File: src/rtl/sync_fifo_prog_if.sv
// Handshake and status bundle for sync_fifo_prog. The master side drives requests
// and thresholds; the slave side (the FIFO) returns data, flags and occupancy.
interface sync_fifo_prog_if #(
    parameter int W  = 8,
    parameter int DP = 16,
    parameter int CW = $clog2(DP + 1)
);
    logic          flush;
    logic          wr_en;
    logic [W-1:0]  wr_data;
    logic          rd_en;
    logic [W-1:0]  rd_data;
    logic [CW-1:0] afull_th;
    logic [CW-1:0] aempty_th;
    logic          err_clr;
    logic          full;
    logic          empty;
    logic          afull;
    logic          aempty;
    logic [CW-1:0] level;
    logic          ovf;
    logic          udf;

    modport master (
        output flush, wr_en, wr_data, rd_en, afull_th, aempty_th, err_clr,
        input  rd_data, full, empty, afull, aempty, level, ovf, udf
    );

    modport slave (
        input  flush, wr_en, wr_data, rd_en, afull_th, aempty_th, err_clr,
        output rd_data, full, empty, afull, aempty, level, ovf, udf
    );
endinterface

File: src/rtl/sync_fifo_prog.sv
// Single-clock FIFO of any depth 2..256 with programmable almost-full/empty thresholds,
// occupancy output, sticky overflow/underflow flags and optional registered read data.
module sync_fifo_prog #(
    parameter int W      = 8,
    parameter int DP     = 16,
    parameter int RD_REG = 0,
    parameter int CW     = $clog2(DP + 1)
) (
    input logic             clk,
    input logic             reset_n,
    sync_fifo_prog_if.slave fifo
);
    localparam int PW = $clog2(DP);
    localparam logic [CW-1:0] LP_FULL = CW'(DP);
    localparam logic [PW-1:0] LP_LAST = PW'(DP - 1);

    logic [W-1:0]  r_mem [DP];
    logic [PW-1:0] r_wr_ptr;
    logic [PW-1:0] r_rd_ptr;
    logic [CW-1:0] r_level;
    logic          r_ovf;
    logic          r_udf;

    logic w_full;
    logic w_empty;
    logic w_wr_acc;
    logic w_rd_acc;
    logic w_ovf_set;
    logic w_udf_set;

    // Flags derive only from the registered level, never from wr_en/rd_en.
    always_comb begin
        w_full    = (r_level == LP_FULL);
        w_empty   = (r_level == '0);
        w_wr_acc  = fifo.wr_en && !w_full  && !fifo.flush;
        w_rd_acc  = fifo.rd_en && !w_empty && !fifo.flush;
        w_ovf_set = fifo.wr_en && w_full  && !fifo.flush;
        w_udf_set = fifo.rd_en && w_empty && !fifo.flush;
    end

    always_ff @(posedge clk or negedge reset_n) begin
        if (!reset_n) begin
            r_wr_ptr <= '0;
            r_rd_ptr <= '0;
            r_level  <= '0;
        end else if (fifo.flush) begin
            r_wr_ptr <= '0;
            r_rd_ptr <= '0;
            r_level  <= '0;
        end else begin
            if (w_wr_acc)
                r_wr_ptr <= (r_wr_ptr == LP_LAST) ? '0 : r_wr_ptr + 1'b1;
            if (w_rd_acc)
                r_rd_ptr <= (r_rd_ptr == LP_LAST) ? '0 : r_rd_ptr + 1'b1;
            unique case ({w_wr_acc, w_rd_acc})
                2'b10:   r_level <= r_level + 1'b1;
                2'b01:   r_level <= r_level - 1'b1;
                default: r_level <= r_level;
            endcase
        end
    end

    // A new error in the same cycle as err_clr keeps the flag set.
    always_ff @(posedge clk or negedge reset_n) begin
        if (!reset_n) begin
            r_ovf <= 1'b0;
            r_udf <= 1'b0;
        end else begin
            r_ovf <= w_ovf_set | (r_ovf & ~fifo.err_clr);
            r_udf <= w_udf_set | (r_udf & ~fifo.err_clr);
        end
    end

    always_ff @(posedge clk) begin
        if (w_wr_acc)
            r_mem[r_wr_ptr] <= fifo.wr_data;
    end

    generate
        if (RD_REG != 0) begin : g_rd_reg
            logic [W-1:0] r_rd_data;

            always_ff @(posedge clk or negedge reset_n) begin
                if (!reset_n)
                    r_rd_data <= '0;
                else if (w_rd_acc)
                    r_rd_data <= r_mem[r_rd_ptr];
            end

            assign fifo.rd_data = r_rd_data;
        end else begin : g_show_ahead
            assign fifo.rd_data = r_mem[r_rd_ptr];
        end
    endgenerate

    assign fifo.full   = w_full;
    assign fifo.empty  = w_empty;
    assign fifo.afull  = (fifo.afull_th != '0) && (r_level >= fifo.afull_th);
    assign fifo.aempty = (r_level <= fifo.aempty_th);
    assign fifo.level  = r_level;
    assign fifo.ovf    = r_ovf;
    assign fifo.udf    = r_udf;
endmodule

File: src/flat_wrapper.sv
// flat-port wrapper written by rule: the top's interface ports become plain ports
module sync_fifo_prog_flat 
#(
    parameter int W      = 8,
    parameter int DP     = 16,
    parameter int RD_REG = 0,
    parameter int CW     = $clog2(DP + 1)
)
  (clk, reset_n, fifo_flush, fifo_wr_en, fifo_wr_data, fifo_rd_en, fifo_afull_th, fifo_aempty_th, fifo_err_clr, fifo_rd_data, fifo_full, fifo_empty, fifo_afull, fifo_aempty, fifo_level, fifo_ovf, fifo_udf);
  sync_fifo_prog_if #(.W(W), .DP(DP), .CW(CW)) fifo_i ();
  input logic clk;
  input logic reset_n;
  input wire logic [$bits(fifo_i.flush)-1:0] fifo_flush;
  input wire logic [$bits(fifo_i.wr_en)-1:0] fifo_wr_en;
  input wire logic [$bits(fifo_i.wr_data)-1:0] fifo_wr_data;
  input wire logic [$bits(fifo_i.rd_en)-1:0] fifo_rd_en;
  input wire logic [$bits(fifo_i.afull_th)-1:0] fifo_afull_th;
  input wire logic [$bits(fifo_i.aempty_th)-1:0] fifo_aempty_th;
  input wire logic [$bits(fifo_i.err_clr)-1:0] fifo_err_clr;
  output wire logic [$bits(fifo_i.rd_data)-1:0] fifo_rd_data;
  output wire logic [$bits(fifo_i.full)-1:0] fifo_full;
  output wire logic [$bits(fifo_i.empty)-1:0] fifo_empty;
  output wire logic [$bits(fifo_i.afull)-1:0] fifo_afull;
  output wire logic [$bits(fifo_i.aempty)-1:0] fifo_aempty;
  output wire logic [$bits(fifo_i.level)-1:0] fifo_level;
  output wire logic [$bits(fifo_i.ovf)-1:0] fifo_ovf;
  output wire logic [$bits(fifo_i.udf)-1:0] fifo_udf;
  assign fifo_i.flush = fifo_flush;
  assign fifo_i.wr_en = fifo_wr_en;
  assign fifo_i.wr_data = fifo_wr_data;
  assign fifo_i.rd_en = fifo_rd_en;
  assign fifo_i.afull_th = fifo_afull_th;
  assign fifo_i.aempty_th = fifo_aempty_th;
  assign fifo_i.err_clr = fifo_err_clr;
  assign fifo_rd_data = fifo_i.rd_data;
  assign fifo_full = fifo_i.full;
  assign fifo_empty = fifo_i.empty;
  assign fifo_afull = fifo_i.afull;
  assign fifo_aempty = fifo_i.aempty;
  assign fifo_level = fifo_i.level;
  assign fifo_ovf = fifo_i.ovf;
  assign fifo_udf = fifo_i.udf;
  sync_fifo_prog #(.W(W), .DP(DP), .RD_REG(RD_REG), .CW(CW)) u_core (.clk(clk), .reset_n(reset_n), .fifo(fifo_i));
endmodule
File: config.mk
export PLATFORM = sky130hd
export DESIGN_NAME = sync_fifo_prog_flat
export DESIGN_NICKNAME = d
export VERILOG_FILES = /design/src/rtl/sync_fifo_prog_if.sv /design/src/rtl/sync_fifo_prog.sv /design/src/flat_wrapper.sv
export SDC_FILE = /design/constraint.sdc
export NUM_CORES = 1
export LEC_CHECK = 0
export BUFFER_PORTS_ARGS = -buffer_cell sky130_fd_sc_hd__clkbuf_2
export CAP_MARGIN = 20
export CORE_ASPECT_RATIO = 0.5
export CORE_UTILIZATION = 60
export DETAILED_ROUTE_END_ITERATION = 8
export HOLD_SLACK_MARGIN = 0.15
export PLACE_DENSITY = 0.79
export SYNTH_ARGS = -nofsm -noshare
export SYNTH_HDL_FRONTEND = slang
export SYNTH_SLANG_ARGS = --single-unit
File: constraint.sdc
create_clock -name clk -period 3.09 [get_ports clk]
set_input_delay 0.309 -clock clk [delete_from_list [all_inputs] [get_ports clk]]
set_output_delay 0.309 -clock clk [all_outputs]
set_load 0.01 [all_outputs]
Yosys cells after proc, flatten, opt, wreduce, memory -nomap -nowiden
Memory sizes are Yosys's and may differ from the RTL's.
Cells that the tools add are included.
{ "op_classes": {"addsub": 4, "magnitude_cmp": 2, "eq_ne": 5, "n_mux": 10, "bitwise_logic": 5, "reduce_logical": 17} }
{ "op_table": {"columns": ["cell", "count"], "rows": [
  ["$mux W4", 6],
  ["$pmux W5 S2", 1],
  ["$logic_and A1 B1 Y1", 9],
  ["$add A4 B1 Y4 const B", 2],
  ["$eq A4 B4 Y1 const B", 2],
  ["$add A5 B1 Y5 const B", 1],
  ["$eq A5 B5 Y1 const B", 1],
  ["$ge A5 B5 Y1", 1],
  ["$le A5 B5 Y1", 1],
  ["$logic_not A5 Y1", 1],
  ["$mux W5", 1],
  ["$reduce_bool A5 Y1", 1],
  ["$sub A5 B1 Y5 const B", 1],
  ["$reduce_bool A2 Y1", 2],
  ["$logic_not A1 Y1", 3],
  ["$reduce_bool A3 Y1", 1],
  ["$and A1 B1 Y1", 2],
  ["$eq A2 B1 Y1 const B", 1],
  ["$eq A2 B2 Y1 const B", 1],
  ["$mux W1", 2],
  ["$or A1 B1 Y1", 2],
  ["$not A1 Y1", 1]
]} }
{ "word_totals": {"ff_bits": 15, "ramBits": 128, "inputBits": 24, "out_inout_bits": 19, "wordCells": 49, "mem_count": 1} }
{ "mem_list": {"columns": ["name", "depth", "width", "rd", "rd_clocked_by_memory_dff", "wr", "line_no", "text"], "rows": [
  ["u_core.r_mem", 16, 8, 1, 0, 1, "sync_fifo_prog.sv:17", "logic [W-1:0] r_mem [DP];"]
]} }

Longest topological paths before layout
Gate-level depths: netlist of the first run.
{ "depth": {"word_depth": 7, "mapped_depth": 9, "depth_no_buf": 8} }

Worst setup path after synthesis of the first run
Ideal clock, no wire load.
{ "synth_path": {"path_type": "register to register", "from": "register u_core.r_level[1], in the netlist u_core.fifo.level[1]", "to": "register u_core.r_level[4], in the netlist u_core.fifo.level[4]", "setup_time_ns": 0.080, "arrival_ns": 2.399, "t_required_ns": 3.010, "slack_ns": 0.611, "path_stages_with_launch": 9, "n_path_buf": 0, "cell_sequence": "dfrtp_1 > nor4_4 > mux2i_1 > inv_1 > ha_1 > o21a_1 > and4_1 > a221oi_2 > mux2i_1"} }
{ "synth_via": {"elab_chain_cells": 7, "elab_cells_between_ends": 15, "cone_classes": "2 x add/sub; 3 x eq/ne; 2 x mux; 8 x reduce/logical"} }
{ "synth_lines": {"columns": ["element", "line_no", "text"], "rows": [
  ["start, declared", "sync_fifo_prog.sv:20", "logic [CW-1:0] r_level;"],
  ["start signal, assigned", "sync_fifo_prog.sv:56", "2'b10: r_level <= r_level + 1'b1;"],
  ["start signal, assigned", "sync_fifo_prog.sv:57", "2'b01: r_level <= r_level - 1'b1;"],
  ["start signal, assigned", "sync_fifo_prog.sv:58", "default: r_level <= r_level;"],
  ["$eq A5 B5 Y1 or $logic_not A5 Y1 (tied branches)", "sync_fifo_prog.sv:33, sync_fifo_prog.sv:34", null],
  ["$logic_not A1 Y1, on equally long branches", "sync_fifo_prog.sv:35, sync_fifo_prog.sv:36", null],
  ["$logic_and A1 B1 Y1, on equally long branches (2 in a row)", "sync_fifo_prog.sv:35, sync_fifo_prog.sv:36", null],
  ["$eq A2 B1 Y1 or $eq A2 B2 Y1 (tied branches)", "sync_fifo_prog.sv:55", "unique case ({w_wr_acc, w_rd_acc})"],
  ["$pmux W5 S2", "sync_fifo_prog.sv:55", null],
  ["$mux W5", "sync_fifo_prog.sv:46", "end else if (fifo.flush) begin"]
]} }
Parallel ways exist; a longest one is shown, timed or not.
A chain may end at the register's enable or synchronous reset.

Final worst setup path of the first run
Ends and elaborated chain as after synthesis.

==> impl_metrics.py, run 1 <==
metrics = {
    "setup_path": {
        "cpMostUsedCell": "mux2i_1",
        "slowest_delay_ps": 510,
        "critPathKind": "flip-flop to flip-flop",
        "required_ps": 3420,
        "path_depth": 8,
        "worstPathMaxFanout": 10,
        "reg2reg_depth": 8,
        "path_buf_inv": 1,
        "endpoint_kind": "flip-flop",
        "cp-start-kind": "flip-flop",
        "path_cells": "nor4_4 > mux2i_1 > inv_1 > ha_1 > o21a_1 > and4_1 > a221oi_2 > mux2i_1",
        "crit_family": "multiplexers",
        "critPathArrivalTime_ps": 3030,
        "crit_slowest_cell": "dfrtp_1",
    },
    "synth": {
        "synth_mux_area_share_pct": 15.2,
        "synth_compound_area_share_pct": 3.24,
        "synth_warnings": 0,
        "syn-num-nets": 382,
        "ys_types": 43,
        "syn_avg_cell_area_sq_um": 18.1,
        "synth-simple-area-share_pct": 6.25,
        "synthArstFlopShare_pct": 10.5,
        "synth_xor_xnor_area_share_pct": 0.992,
        "synth_top_area_cell": "edfxtp_1",
        "post-synth-top-area-fraction_pct": 62.2,
        "synth_top_family_by_area": "multiplexers",
        "synth_fa_ha_area_share_pct": 3.44,
        "seq_area_frac_synth_pct": 68.2,
        "synth_area_sq_mm": 0.00618,
        "synth_edf_count": 128,
        "synth_area_leaders": "edfxtp_1 62%, mux4_2 15%, dfrtp_1 6.1%, ha_1 3.4%, inv_1 1.2%",
        "ys_seq_elements": 143,
        "yosys_most_used_dff": "edfxtp_1",
        "syn_inst": 341,
    },
    "clock_network": {
        "cts_buffer_depth": 2,
        "clk_pin_slew_worst_paths_ps": 60,
        "root_buffer": "clkbuf_16",
        "cts-resized-gates": 0,
        "clock-sinks": 143,
        "cts_tree": "done",
        "cts_max_level": 4,
        "clk_latency_ps": 430,
        "numCtsBuffers": 17,
    },
    "drt": {
        "vias_per_cell": 6.33,
        "first_pass_iters": 5,
        "drcViolationCount": 0,
        "wirelength_microns": 13300,
        "vias": 3452,
        "wl_per_cell_microns": 24.4,
        "initialDrtViolationCount": 420,
        "postRouteAntennaNets": 0,
    },
    "sta": {
        "holdWs_ps": 163,
        "hold_violations": 0,
        "fmax_mhz": 371,
        "post-route-period-util_pct": 87.3,
        "setup_viol_count_final": 0,
        "relSlewSlack_pct": 46.1,
        "setup_tns_ps": 0,
        "fin_worst_skew_ps": 16.0,
        "rsz0062_at_grt": "no",
        "worst_pin_slew_ps": 808,
        "fin_crit_ps": 2700,
        "slew_violations": 0,
    },
    "placement": {
        "portBuffers": 42,
        "gp_congestion": 0.898,
        "place_area_sq_mm": 0.00655,
        "dp_hpwl_microns": 7660,
    },
    "power": {
        "power_uw": 5840,
        "swShare_pct": 27.9,
        "intPower_uw": 4210,
        "ir_drop_v": 0.000428,
        "pwr-share-seq_pct": 39.4,
        "power.switching_uw": 1630,
        "leakagePower_uw": 0.00256,
        "comb_power_share_pct": 22.5,
        "cellPowerDensity_mw_per_mm2": 811,
        "power_frac_clock_pct": 38.1,
    },
    "floorplanning": {
        "fp-row-count": 25,
        "dieArea_sq_mm": 0.0107,
        "start_util_pct": 63.6,
        "die_x_microns": 146,
        "boundaryPins": 43,
        "coreArea_sq_mm": 0.00973,
        "fp.dieH_microns": 73.8,
    },
    "layout": {
        "drive_gt1_share_pct": 31.2,
        "diodes": 0,
        "mostFrequentLayoutCells": "128 x edfxtp_1, 42 x clkbuf_2, 40 x mux4_2",
        "fin_area_sq_mm": 0.00721,
        "syn_to_final_growth_pct": 16.5,
        "fin_nets": 438,
        "final_common_cell": "edfxtp_1",
    },
    "flow_run": {
        "drv_cap": 0,
    },
    "grt": {
        "grt_pass1_vias": 3477,
        "grt_usage_pct": 27.6,
        "grt_overflow": 0,
        "grt_max_degree": 37,
        "grt_first_pass_wirelength_microns": 20100,
        "antenna_found_initial": 0,
    },
    "min_path": {
        "whs_path_depth": 2,
        "hp-class": "input port to flip-flop",
    },
    "status": {
        "status": "complete, no violations",
    },
}
-- cell type report --
type / count / area (sq um)
repair buffers: 51 / 295
flip-flops and latches: 143 / 4220
clock buffers: 18 / 429
clock inverters: 14 / 206
inverters: 19 / 71.3
multi-input cells: 165 / 1810
well taps: 135 / 169
fillers: 549 / 2520
-- per-stage QoR --
step | worst slack, ps | std cells | util, %
2_1_floorplan | 611 | 341 | -
3_3_place_gp | 526 | 511 | 67.3
3_5_place_dp | 406 | 511 | 67.3
4_1_cts | 368 | 545 | 74.1
5_1_grt | 270 | 545 | 74.1
6_report | 391 | 545 | 74.1
-- power by group through the flow --
stage / logic [uW] / registers [uW] / clock network (uW)
3_3_place_gp: 1290 / 2330 / 0
3_5_place_dp: 1320 / 2340 / 0
6_report: 1320 / 2300 / 2220
5_1_grt: 1430 / 2310 / 2320
4_1_cts: 1330 / 2300 / 2240
2_1_floorplan: 989 / 2320 / 0
-- cell usage after synthesis (2+ instances only) --
library cell  count
buf_6             5
xor2_1            2
xnor2_1           5
nor2b_1           3
and2_1           10
o22ai_1           2
dfrtp_1          15
a221oi_2          2
nor2_1           13
and4_1            2
and3_1            2
ha_1             17
nand2_1          15
o21ai_0           3
nor3_1            3
edfxtp_1        128
nand3_1           6
a21oi_1          10
clkbuf_1          7
nor4_1            3
mux4_2           40
mux2i_1           4
o21a_1            4
inv_1            19
nand2b_1          3
-- registers in the layout, summed over array words and instances, names as in the netlist --
| signal | cells |
|---|---|
| u_core.r_wr_ptr | 4 |
| u_core.fifo.udf | 1 |
| u_core.fifo.ovf | 1 |
| u_core.r_rd_ptr | 4 |
| u_core.r_mem | 128 |
| u_core.fifo.level | 5 |
-- worst paths after layout --
| path | to | from | slack, ps |
|---|---|---|---|
| worst max-delay path | u_core.fifo.level[4] | u_core.fifo.level[1] | 390 |
| worst min-delay path | u_core.fifo.level[2] | fifo_flush | 160 |
| worst max register to register | u_core.fifo.level[4] | u_core.fifo.level[1] | 390 |
| worst min register to register | u_core.fifo.udf | u_core.fifo.udf | 490 |
| max in group asynchronous | u_core.r_rd_ptr[0] | reset_n | 2430 |
| min in group asynchronous | u_core.fifo.level[3] | reset_n | 350 |
-- cells by family (layout without fill, tap and decap cells) --
family / count (synthesis) / in the layout
muxes: 44 / 44
xor gates and xnor gates: 7 / 7
and+or+nand+nor: 69 / 69
AOI/OAI and AO/OA: 28 / 28
adders and majority gates: 17 / 17
DFF: 143 / 143
buffers and inverters: 33 / 102
-- metal layers --
layer	vias to the layer above	global-route usage [%]	share of wire [%]
met5	-	0	0
met2	205	43.3	49
met4	0	11.2	1.6
met1	1758	37.2	41
met3	22	7.95	9.1
li1	1467	-	-
-- what timing repair did --
| action | 4_1_cts | 5_1_grt |
|---|---|---|
| hold buffers | 2 | 0 |
| setup endpoints to repair | 0 | 0 |
| endpoints found under the hold margin | 16 | 0 |
| buffers inserted | 0 | 0 |
(Power assumes the default switching activity.)
==> run 2, diff against run 1 <==
CORE_MARGIN = 10   (was not set)
==> run 2 against run 1 <==
Against the previous run:
- first-iteration DRC count shrank 4.0%
- die area grew 40%
- power shrank 1.8%
- core utilization shrank 3.0 points
- flip-flop and latch count is the same
- combinational power is essentially flat
- global-route usage shrank 9.0 points
- critical path depth shrank 4
- clock skew shrank 3.6 ps
==> impl_metrics.py, run 2 (same netlist as run 1, synthesis figures left out) <==
metrics = {
    "setup_path": {
        "crit_slowest_cell": "dfrtp_2",
        "reg2reg_depth": 8,
        "path_cells": "buf_12 > mux4_2 > mux4_2 > clkbuf_2",
        "path_buf_inv": 2,
        "crit_family": "multiplexers",
        "slowest_delay_ps": 710,
        "critPathArrivalTime_ps": 2560,
        "cpMostUsedCell": "mux4_2",
        "worstPathMaxFanout": 16,
        "r2r_start": "u_core.fifo.level[1]",
        "critPathKind": "flip-flop to output pin",
        "cp-start-kind": "flip-flop",
        "endpoint_kind": "output pin",
        "regToRegSetupSlack_ps": 300,
        "required_ps": 2780,
        "regToRegEndpoint": "u_core.fifo.level[4]",
    },
    "layout": {
        "fin_nets": 438,
        "largest_register": "u_core.r_mem",
        "largest_reg_flops": 128,
        "diodes": 0,
        "n_fill_cell": 594,
        "mostFrequentLayoutCells": "128 x edfxtp_1, 42 x clkbuf_2, 40 x mux4_2",
        "final_common_cell": "edfxtp_1",
        "drive_gt1_share_pct": 31.7,
        "syn_to_final_growth_pct": 16.2,
    },
    "drt": {
        "vias": 3384,
        "wl_per_cell_microns": 24.3,
        "postRouteAntennaNets": 0,
        "initialDrtViolationCount": 403,
        "drcViolationCount": 0,
        "first_pass_iters": 5,
        "wirelength_microns": 13400,
        "vias_per_cell": 6.15,
    },
    "clock_network": {
        "post-cts-setup-buffers": 0,
        "clock-sinks": 143,
        "cts_buffer_depth": 2,
        "cts_max_level": 4,
        "root_buffer": "clkbuf_16",
        "cts_tree": "done",
        "numCtsBuffers": 17,
        "clk_pin_slew_worst_paths_ps": 60,
        "clk_latency_ps": 410,
    },
    "min_path": {
        "whs_path_depth": 3,
        "whs_endpoint": "u_core.fifo.udf",
        "hp-class": "input port to flip-flop",
        "min_from": "fifo_err_clr",
    },
    "grt": {
        "antenna_found_initial": 0,
        "grt_usage_pct": 18.6,
        "grt_pass1_vias": 3495,
        "grt_overflow": 0,
        "grt_first_pass_wirelength_microns": 20700,
        "grt_max_degree": 37,
    },
    "floorplanning": {
        "fp.dieH_microns": 91.8,
        "boundaryPins": 43,
        "fp-row-count": 26,
        "coreArea_sq_mm": 0.0101,
        "dieArea_sq_mm": 0.0150,
        "die_x_microns": 164,
        "start_util_pct": 61.1,
    },
    "power": {
        "cellPowerDensity_mw_per_mm2": 798,
        "ir_drop_v": 0.000489,
        "leakagePower_uw": 0.00254,
    },
    "sta": {
        "hold_violations": 0,
        "relSlewSlack_pct": 50.5,
        "setup_viol_count_final": 0,
        "fmax_mhz": 349,
        "fin_crit_ps": 2870,
        "fin_worst_skew_ps": 12.5,
        "setup_tns_ps": 0,
        "setup_ws_ps": 222,
        "holdWs_ps": 179,
        "worst_pin_slew_ps": 743,
        "post-route-period-util_pct": 92.8,
        "rsz0062_at_grt": "no",
        "slew_violations": 0,
    },
    "placement": {
        "portBuffers": 42,
        "dp_slack_ps": 370,
        "gp_congestion": 0.912,
        "dp_hpwl_microns": 8210,
    },
    "status": {
        "status": "complete, no violations",
    },
    "flow_run": {
        "drv_cap": 0,
    },
}
run 2: layout make-up:
cell class	count	area [sq um]	share of cell area (%)
clock buffer	18	429	5.97
clock inverter	14	183	2.54
inverter	19	71.3	0.993
multi-input combinational	165	1810	25.2
sequential	143	4220	58.7
tap	140	175	2.44
timing repair buffer	51	293	4.07
run 2: how the worst max path moves through the flow:
stage | to | depth (start not counted) | slack, ps | start
detailed placement | u_core.fifo.level[4] | 8 | 370 | u_core.fifo.level[1]
finish | fifo_rd_data[4] | 4 | 220 | u_core.r_rd_ptr[0]
CTS | fifo_rd_data[1] | 4 | 170 | u_core.r_rd_ptr[0]
global placement | u_core.fifo.level[4] | 8 | 540 | u_core.fifo.level[1]
floorplan | u_core.fifo.level[4] | 8 | 610 | u_core.fifo.level[1]
global route | fifo_rd_data[1] | 4 | 70 | u_core.r_rd_ptr[0]
run 2: worst register-to-register path, delay by kind of cell (launching register included):
kind | cells | cell delay (ps)
AOI/OAI and AO/OA | 2 | 470
adders and majority gates | 1 | 340
buffers and inverters | 1 | 140
DFF | 1 | 510
muxes | 2 | 640
and+or+nand+nor | 2 | 610
run 2: per-stage QoR:
| step | instance area [sq um] | std cells | util (%) | power [uW] |
|---|---|---|---|---|
| 6_report | 7190 | 550 | 71.0 | 5740 |
| 5_1_grt | 7190 | 550 | 71.0 | 5970 |
| 4_1_cts | 7190 | 550 | 71.0 | 5780 |
| 3_5_place_dp | 6560 | 517 | 64.9 | 3680 |
| 3_3_place_gp | 6560 | 517 | 64.9 | 3620 |
| 2_1_floorplan | 6180 | 341 | - | 3310 |
run 2: per-layer routing:
layer	GRT usage (%)	share of wire (%)	vias up	routed length [microns]
li1	-	-	1472	-
met1	25.1	43	1729	5800
met2	28.6	47	168	6280
met3	5.49	7.8	15	1040
met4	6.29	1.7	0	227
met5	0	0	-	0
run 2: repair_timing:
item	in CTS	in global routing
hold buffers	1	0
hold endpoints to repair	15	0
resized for setup	0	0
run 2: power breakdown:
group	switching [uW]	internal [uW]
Clock	819	1290
Combinational	632	662
Sequential	150	2190
Total	1600	4130
==> run 3, diff against run 2 <==
RECOVER_POWER = 25   (was not set)
==> run 3 against run 2 <==
Against the previous run:
- combinational power hardly changed
- clock power hardly changed
- wire length is 1.1% higher
- worst hold slack worse by 1.9 ps
- core utilization is 0.062 points lower
- setup slack worse by 4.4 ps
- non-clock buffer count stayed put
- register-to-register slack hardly changed
- die area stayed put
- critical path type unchanged
- highest routed layer unchanged
==> impl_metrics.py, run 3 (same netlist as run 1, synthesis figures left out) <==
metrics = {
    "clock_network": {
        "clk_latency_ps": 410,
        "clock-sinks": 143,
        "hold_buffers": 1,
        "cts_tree": "done",
        "cts_max_level": 4,
        "numCtsBuffers": 17,
        "clk_pin_slew_worst_paths_ps": 60,
        "cts-resized-gates": 0,
        "cts_buffer_depth": 2,
        "post-cts-setup-buffers": 0,
        "root_buffer": "clkbuf_16",
    },
    "setup_path": {
        "endpoint_kind": "output pin",
        "cp-start-kind": "flip-flop",
        "worstPathMaxFanout": 16,
        "critPathKind": "flip-flop to output pin",
        "critPathArrivalTime_ps": 2560,
        "required_ps": 2780,
    },
    "placement": {
        "gp_congestion": 0.912,
        "portBuffers": 42,
        "dp_hpwl_microns": 8210,
    },
    "layout": {
        "largest_reg_flops": 128,
        "largest_register": "u_core.r_mem",
        "fin_util_pct": 71.0,
        "fin_nets": 438,
        "syn_to_final_growth_pct": 16.1,
        "drive_gt1_share_pct": 30.5,
        "mostFrequentLayoutCells": "128 x edfxtp_1, 40 x mux4_2, 37 x clkbuf_2",
        "diodes": 0,
        "final_common_cell": "edfxtp_1",
        "n_fill_cell": 596,
    },
    "grt": {
        "antenna_found_initial": 0,
        "grt_first_pass_wirelength_microns": 20700,
        "grt_max_degree": 37,
        "grt_pass1_vias": 3495,
        "grt_overflow": 0,
        "grt_usage_pct": 18.6,
    },
    "sta": {
        "post-route-period-util_pct": 93.0,
        "fmax_mhz": 348,
        "worst_pin_slew_ps": 766,
        "fin_crit_ps": 2870,
        "slew_violations": 0,
        "relSlewSlack_pct": 48.9,
        "setup_tns_ps": 0,
        "hold_violations": 0,
        "rsz0062_at_grt": "no",
        "fin_worst_skew_ps": 7.30,
        "setup_viol_count_final": 0,
    },
    "floorplanning": {
        "coreArea_sq_mm": 0.0101,
        "dieArea_sq_mm": 0.0150,
        "start_util_pct": 61.1,
        "die_x_microns": 164,
        "fp-row-count": 26,
        "fp.dieH_microns": 91.8,
        "boundaryPins": 43,
    },
    "power": {
        "swShare_pct": 28.0,
        "power.switching_uw": 1610,
        "comb_power_share_pct": 22.5,
        "ir_drop_v": 0.000493,
        "pwr-share-seq_pct": 40.7,
        "leakagePower_uw": 0.00253,
        "power_frac_clock_pct": 36.8,
        "cellPowerDensity_mw_per_mm2": 799,
        "intPower_uw": 4130,
    },
    "drt": {
        "wirelength_microns": 13500,
        "drcViolationCount": 0,
        "initialDrtViolationCount": 394,
        "vias": 3403,
        "postRouteAntennaNets": 0,
        "vias_per_cell": 6.19,
        "wl_per_cell_microns": 24.5,
        "first_pass_iters": 5,
    },
    "status": {
        "status": "complete, no violations",
    },
    "min_path": {
        "hp-class": "input port to flip-flop",
    },
    "flow_run": {
        "drv_cap": 0,
    },
}
run 3: cell types whose count changed in the layout (fill, tap and decap cells not counted):
| cell | change |
|---|---|
| clkbuf_1 | +5 |
| clkbuf_2 | -5 |
run 3: metrics by stage:
step	area, sq um	cells	power (uW)	setup slack, ps	hold WS [ps]
after floorplan	6180	341	3310	611	13.4
after global placement	6560	517	3620	544	246
after detailed placement	6560	517	3680	370	256
after CTS	7190	550	5780	167	167
after global routing	7180	550	5970	67.1	200
final	7180	550	5740	217	177
run 3: power by group through the flow:
stage / sequential, uW / clock, uW / combinational (uW)
floorplan: 2320 / 0 / 989
global placement: 2370 / 0 / 1250
detailed placement: 2380 / 0 / 1300
CTS: 2340 / 2120 / 1310
global route: 2360 / 2210 / 1410
finish: 2340 / 2110 / 1290
run 3: path summary, 6_finish.rpt:
path	start	end	slack, ps	cells past startpoint
setup / recovery	u_core.r_rd_ptr[0]	fifo_rd_data[4]	220	4
hold / removal	fifo_err_clr	u_core.fifo.udf	180	3
setup reg to reg	u_core.fifo.level[1]	u_core.fifo.level[4]	300	8
hold reg to reg	u_core.fifo.udf	u_core.fifo.udf	490	1
max in group asynchronous	reset_n	u_core.r_rd_ptr[0]	2430	2
min in group asynchronous	reset_n	u_core.fifo.level[0]	350	2
run 3: final cells by class:
cell class | count | area (sq um) | share of cell area (%)
clock inverter | 14 | 183 | 2.54
multi-input combinational | 165 | 1810 | 25.3
timing repair buffer | 51 | 287 | 3.99
inverter | 19 | 71.3 | 0.993
clock buffer | 18 | 429 | 5.98
sequential | 143 | 4220 | 58.8
tap | 140 | 175 | 2.44
run 3: worst max-delay path, cell delays in order, from the launching register on:
cell and delay (ps):
dfrtp_2 710, buf_12 250, mux4_2 540, mux4_2 480
clkbuf_2 150
run 3: per-layer routing:
layer	global-route usage [%]	vias up	wire [microns]
met4	6.29	0	242
met2	28.6	179	6320
met3	5.49	17	1050
met5	0	-	0
met1	25.1	1736	5890
li1	-	1471	-
